**src/rtl/uart_pkg.sv**
```systemverilog
// uart_pkg: shared constants and state encoding
// for the UART receive path.
package uart_pkg;

    localparam int CLK_HZ      = 12_000_000;
    localparam int BAUD        = 115200;
    localparam int CPB_DEFAULT = 104;
    localparam int DATA_BITS   = 8;
    localparam int CNT_W       = 11;

    typedef enum logic [2:0] {
        IDLE  = 3'd0,
        START = 3'd1,
        DATA  = 3'd2,
        STOP  = 3'd3,
        BRK   = 3'd4
    } rx_state_e;

endpackage

```
**src/rtl/uart_rx_if.sv**
```systemverilog
// uart_rx_if: receiver output bundle (byte, strobes,
// busy) from uart_rx (master) to its consumer (slave).
interface uart_rx_if import uart_pkg::*; ();

    logic [DATA_BITS-1:0] o_data;
    logic                 o_valid;
    logic                 o_frame_err;
    logic                 o_busy;

    modport master (
        output o_data,
        output o_valid,
        output o_frame_err,
        output o_busy
    );

    modport slave (
        input o_data,
        input o_valid,
        input o_frame_err,
        input o_busy
    );

endinterface

```
**src/rtl/uart_rx_sync.sv**
```systemverilog
// uart_rx_sync: 2-FF synchronizer for an asynchronous
// input; flops reset to 1 to match an idle-high line.
module uart_rx_sync (
    input  logic clk,
    input  logic rst,
    input  logic i_async,
    output logic o_sync
);

    logic meta_q;
    logic sync_q;

    // Two-stage resynchronisation into the clk domain.
    always_ff @(posedge clk) begin
        if (rst) begin
            meta_q <= 1'b1;
            sync_q <= 1'b1;
        end else begin
            meta_q <= i_async;
            sync_q <= meta_q;
        end
    end

    assign o_sync = sync_q;

endmodule

```
**src/rtl/uart_rx.sv**
```systemverilog
// uart_rx: 8N1 receiver, LSB first, centre sampling,
// one-cycle valid / framing-error strobes.
module uart_rx import uart_pkg::*; #(
    parameter int CPB = CPB_DEFAULT
) (
    input  logic       clk,
    input  logic       rst,
    input  logic       i_Rx,
    uart_rx_if.master  rx_if
);

    localparam int HALF = CPB / 2;
    localparam logic [CNT_W-1:0] CNT_LAST = CNT_W'(CPB - 1);
    localparam logic [CNT_W-1:0] CNT_MID  = CNT_W'(HALF - 1);

    logic                 rx_s;
    rx_state_e            state_q;
    logic [CNT_W-1:0]     clk_cnt_q;
    logic [2:0]           bit_idx_q;
    logic [DATA_BITS-1:0] shift_q;
    logic [DATA_BITS-1:0] shift_d;
    logic [DATA_BITS-1:0] data_q;
    logic                 valid_q;
    logic                 ferr_q;
    logic                 busy_q;
    logic                 armed_q;
    logic                 cnt_done;

    uart_rx_sync u_sync (
        .clk     (clk),
        .rst     (rst),
        .i_async (i_Rx),
        .o_sync  (rx_s)
    );

    assign shift_d  = {rx_s, shift_q[DATA_BITS-1:1]};
    assign cnt_done = (clk_cnt_q == CNT_LAST);

    // Frame FSM; armed_q blocks a start until the line
    // has been seen high after reset (mid-frame reset).
    always_ff @(posedge clk) begin
        if (rst) begin
            state_q   <= IDLE;
            clk_cnt_q <= '0;
            bit_idx_q <= '0;
            shift_q   <= '0;
            data_q    <= '0;
            valid_q   <= 1'b0;
            ferr_q    <= 1'b0;
            busy_q    <= 1'b0;
            armed_q   <= 1'b0;
        end else begin
            valid_q <= 1'b0;
            ferr_q  <= 1'b0;
            armed_q <= armed_q | rx_s;
            case (state_q)
                IDLE: begin
                    if (armed_q && !rx_s) begin
                        state_q   <= START;
                        clk_cnt_q <= '0;
                        busy_q    <= 1'b1;
                    end
                end
                START: begin
                    if (clk_cnt_q == CNT_MID) begin
                        clk_cnt_q <= '0;
                        if (!rx_s) begin
                            state_q   <= DATA;
                            bit_idx_q <= '0;
                        end else begin
                            state_q <= IDLE;
                            busy_q  <= 1'b0;
                        end
                    end else begin
                        clk_cnt_q <= clk_cnt_q + CNT_W'(1);
                    end
                end
                DATA: begin
                    if (cnt_done) begin
                        shift_q   <= shift_d;
                        clk_cnt_q <= '0;
                        if (bit_idx_q == 3'd7) begin
                            state_q <= STOP;
                        end else begin
                            bit_idx_q <= bit_idx_q + 3'd1;
                        end
                    end else begin
                        clk_cnt_q <= clk_cnt_q + CNT_W'(1);
                    end
                end
                STOP: begin
                    if (cnt_done) begin
                        clk_cnt_q <= '0;
                        if (rx_s) begin
                            data_q  <= shift_q;
                            valid_q <= 1'b1;
                            state_q <= IDLE;
                            busy_q  <= 1'b0;
                        end else begin
                            ferr_q  <= 1'b1;
                            state_q <= BRK;
                        end
                    end else begin
                        clk_cnt_q <= clk_cnt_q + CNT_W'(1);
                    end
                end
                BRK: begin
                    if (rx_s) begin
                        state_q <= IDLE;
                        busy_q  <= 1'b0;
                    end
                end
                default: begin
                    state_q <= IDLE;
                    busy_q  <= 1'b0;
                end
            endcase
        end
    end

    assign rx_if.o_data      = data_q;
    assign rx_if.o_valid     = valid_q;
    assign rx_if.o_frame_err = ferr_q;
    assign rx_if.o_busy      = busy_q;

endmodule

```
**src/flat_wrapper.sv**
```systemverilog
// flat-port wrapper written by rule: the top's interface ports become plain ports
module uart_rx_flat import uart_pkg::*;
#(
    parameter int CPB = CPB_DEFAULT
)
  (clk, rst, i_Rx, rx_if_o_data, rx_if_o_valid, rx_if_o_frame_err, rx_if_o_busy);
  uart_rx_if rx_if_i ();
  input  logic clk;
  input  logic rst;
  input  logic i_Rx;
  output wire logic [$bits(rx_if_i.o_data)-1:0] rx_if_o_data;
  output wire logic [$bits(rx_if_i.o_valid)-1:0] rx_if_o_valid;
  output wire logic [$bits(rx_if_i.o_frame_err)-1:0] rx_if_o_frame_err;
  output wire logic [$bits(rx_if_i.o_busy)-1:0] rx_if_o_busy;
  assign rx_if_o_data = rx_if_i.o_data;
  assign rx_if_o_valid = rx_if_i.o_valid;
  assign rx_if_o_frame_err = rx_if_i.o_frame_err;
  assign rx_if_o_busy = rx_if_i.o_busy;
  uart_rx #(.CPB(CPB)) u_core (.clk(clk), .rst(rst), .i_Rx(i_Rx), .rx_if(rx_if_i));
endmodule
```
**config.mk**
```make
export PLATFORM = sky130hd
export DESIGN_NAME = uart_rx_flat
export DESIGN_NICKNAME = d
export VERILOG_FILES = /design/src/rtl/uart_pkg.sv /design/src/rtl/uart_rx_if.sv /design/src/rtl/uart_rx_sync.sv /design/src/rtl/uart_rx.sv /design/src/flat_wrapper.sv
export SDC_FILE = /design/constraint.sdc
export NUM_CORES = 1
export LEC_CHECK = 0
export BUFFER_PORTS_ARGS = -buffer_cell sky130_fd_sc_hd__buf_2
export CORE_MARGIN = 2
export CORE_UTILIZATION = 40
export CTS_CLUSTER_SIZE = 28
export DETAILED_ROUTE_END_ITERATION = 6
export PLACE_DENSITY_LB_ADDON = 0.3
export SYNTH_ARGS = -nofsm -noshare
export SYNTH_HDL_FRONTEND = slang
export SYNTH_SLANG_ARGS = --single-unit
```
**constraint.sdc**
```tcl
create_clock -name clk -period 2.06 [get_ports clk]
set_clock_uncertainty 0.2 [all_clocks]
set_input_delay 0.309 -clock clk [delete_from_list [all_inputs] [get_ports clk]]
set_output_delay 0.309 -clock clk [all_outputs]
set_load 0.03 [all_outputs]
```
==> flow_metrics.tcl <==
set metrics [dict create \
    synth_warnings 0 \
    area_delta_synth_final_pct 27.8 \
    fillCellCount 412 \
    clkPwrFrac 0.480 \
    die_w_um 70.0 \
    grt-busiest-layer "met2" \
    period_minus_slack_ns 2.09 \
    max_stage_delay_ns 0.53 \
    dr.pass1.iters 4 \
    grt_pass1_wl_um 6220 \
    ir_worst_vdd_v 0.000402 \
    rows 24 \
    use_met1 0.197 \
    use_met3 0.0346 \
    track_usage 0.156 \
    numCtsBuffers 5 \
    grt_pass1_vias 1441 \
    pre_cts_slack_ns -0.0222 \
    pin_count 14 \
    fin_area_um2 2230 \
    yosysMostFrequentCell "dfxtp_1" \
    cp_max_fo 11 \
    rsz0062_at_grt "yes" \
    crit_buf_inv 1 \
    drv_cap 0 \
    switchingPower_mw 0.312 \
    die_h_um 70.0 \
    fin_crit_sh 1.02 \
    seq_power_share 0.483 \
    grt_max_degree 17 \
    drc 0 \
    layout_setup_ws_ns -0.0339 \
    cts_tree "yes" \
    syn_area_per_cell_um2 8.59 \
    combPwrFrac 0.036 \
    hp-class "reg2reg" \
    netlist_area_um2 1740 \
    syn_nets 209 \
    yosysSeqAreaShare 0.448 \
    drt_iter0_markers 86 \
    ant_nets 0 \
    worstSetupEndpointType "register" \
    portBuffers 13 \
    setup_violations 8 \
    leakage_nw 0.873 \
    insertion_delay_ns 0.29 \
    initial_utilization 0.409 \
    whs_ns 0.216 \
    grt.met2_usage 0.257 \
    synthFlopType "dfxtp_1" \
    dpl_cell_area_um2 2040 \
    htreeDepth 2 \
    synthCells 203 \
    powerDensity_nw_per_um2 709 \
    violations "setup timing" \
    synth_cell_types 41 \
    hold_viol_final 0 \
    fin_setup_tns_ns -0.216 \
    fmax_ghz 0.478 \
    die-area_um2 4900 \
    detail_route.wl_per_cell_um 12.2 \
    ys_ff_latch 39 \
    critical-path-slowest-cell "or4_4" \
    drive_gt1_frac 0.295 \
    relSlewSlack 0.771 \
    worstPathRequired_ns 2.05 \
    internal_power_mw 1.27 \
    via_per_inst 5.13 \
    async_flop_share 0 \
    arrival_ns 2.08 \
    clk_pin_slew_ns 0.08 \
    crit_chain "or4_4 -> and4b_2 -> nor3b_4 -> buf_12 -> mux2i_1 -> nor2_1" \
    power_switching_share 0.198 \
    path_class "reg2reg" \
    synth_top_cell_by_area "dfxtp_1" \
    clockRootBuffer "clkbuf_8" \
    vias 1504 \
    clockBufferDepth 2 \
    synth_edf_count 0 \
    worstMarginPinSlew_ns 0.341 \
    gp_congestion 0.861 \
    place_hpwl_um 2480 \
    n_antenna_cell 0 \
    wirelength_um 3570 \
    synthTopCellsByArea "dfxtp_1 45%, nand2_1 6.0%, a21oi_1 5.7%" \
    antenna_found_initial 0 \
    netlist_top_cells_count "39 x dfxtp_1, 28 x nand2_1, 22 x nor2_1" \
    crit_family "simple AND/OR/NAND/NOR gates" \
    status "finished with violations" \
    slew_viol_final 0 \
    cts.sinks 39 \
    grt_overflow 0 \
    cp-start-kind "register" \
    synth_top_area_share 0.448 \
    design.final.nets 246 \
    utilization 0.522 \
    coreArea_um2 4260 \
]
[power by group through the flow]
stage / registers [mW] / logic, mW / clock network, mW
2_1_floorplan: 0.782 / 0.0340 / 0
3_3_place_gp: 0.780 / 0.0547 / 0
3_5_place_dp: 0.781 / 0.0544 / 0
4_1_cts: 0.763 / 0.0568 / 0.779
5_1_grt: 0.764 / 0.0628 / 0.803
6_report: 0.763 / 0.0573 / 0.758
[flip-flops by register name, indices dropped and copies added (netlist names)]
register and count:
u_core.rx_if.o_valid 1, u_core.rx_if.o_data 8, u_core.u_sync.meta_q 1, u_core.rx_if.o_busy 1, u_core.u_sync.o_sync 1, u_core.rx_if.o_frame_err 1
u_core.shift_q 8, u_core.bit_idx_q 3, u_core.armed_q 1, u_core.state_q 3, u_core.clk_cnt_q 11
[metrics by stage]
stage / total power [mW] / cells
after floorplan: 0.816 / 203
after global placement: 0.835 / 283
after detailed placement: 0.835 / 283
after CTS: 1.60 / 292
after global routing: 1.63 / 293
final: 1.58 / 293
[cell families after synthesis]
kind of cell,count (synthesis),synth area share
muxes,10,0.0574
DFF,39,0.448
AOI/OAI and AO/OA,47,0.165
and+or+nand+nor,87,0.260
adders and majority gates,3,0.0215
xor gates and xnor gates,1,0.00503
buffers and inverters,16,0.0431
[what timing repair did]
action / in CTS / in global routing
hold endpoints to repair: 1 / 0
setup endpoints to repair: 10 / 33
gates cloned: 0 / 1
buffers inserted: 0 / 0
gates resized for setup: 1 / 9
hold buffers: 1 / 0
pin swaps: 0 / 2
[cells in the final DEF (no fill, tap or decap), types with 5 or more instances in the layout]
master and instances:
dfxtp_1 36, nand2_1 28, buf_4 26, nor2_1 22
a21oi_1 20, buf_2 13, mux2i_1 10, o21ai_0 6
a31oi_1 5, nand2b_1 5, clkbuf_8 5
[worst paths after layout]
kind / from / depth (start not counted) / slack, ns / end
worst max-delay path: u_core.clk_cnt_q[10]$_SDFFE_PP0P_ / 6 / -0.03 / u_core.shift_q[3]$_SDFFE_PP0P_
worst min-delay path: u_core.u_sync.meta_q$_SDFF_PP1_ / 1 / 0.22 / u_core.u_sync.o_sync$_SDFF_PP1_
worst max register to register: u_core.clk_cnt_q[10]$_SDFFE_PP0P_ / 6 / -0.03 / u_core.shift_q[3]$_SDFFE_PP0P_
worst min register to register: u_core.u_sync.meta_q$_SDFF_PP1_ / 1 / 0.22 / u_core.u_sync.o_sync$_SDFF_PP1_
[per-layer routing]
| metal | part of all wire | wire [µm] |
|---|---|---|
| met1 | 0.50 | 1770 |
| met2 | 0.46 | 1650 |
| met3 | 0.029 | 102 |
| met4 | 0.014 | 51 |
| met5 | 0 | 0 |
[final cells by class]
class	instances	area [µm²]	area share
multi-input cells	149	936	0.420
clock inverters	3	67.6	0.0303
well taps	52	65.1	0.0292
clock buffers	5	68.8	0.0309
inverters	4	15.0	0.00674
flip-flops and latches	39	785	0.352
repair buffers	41	290	0.130
Note: power is estimated with default switching activity, not from simulation.
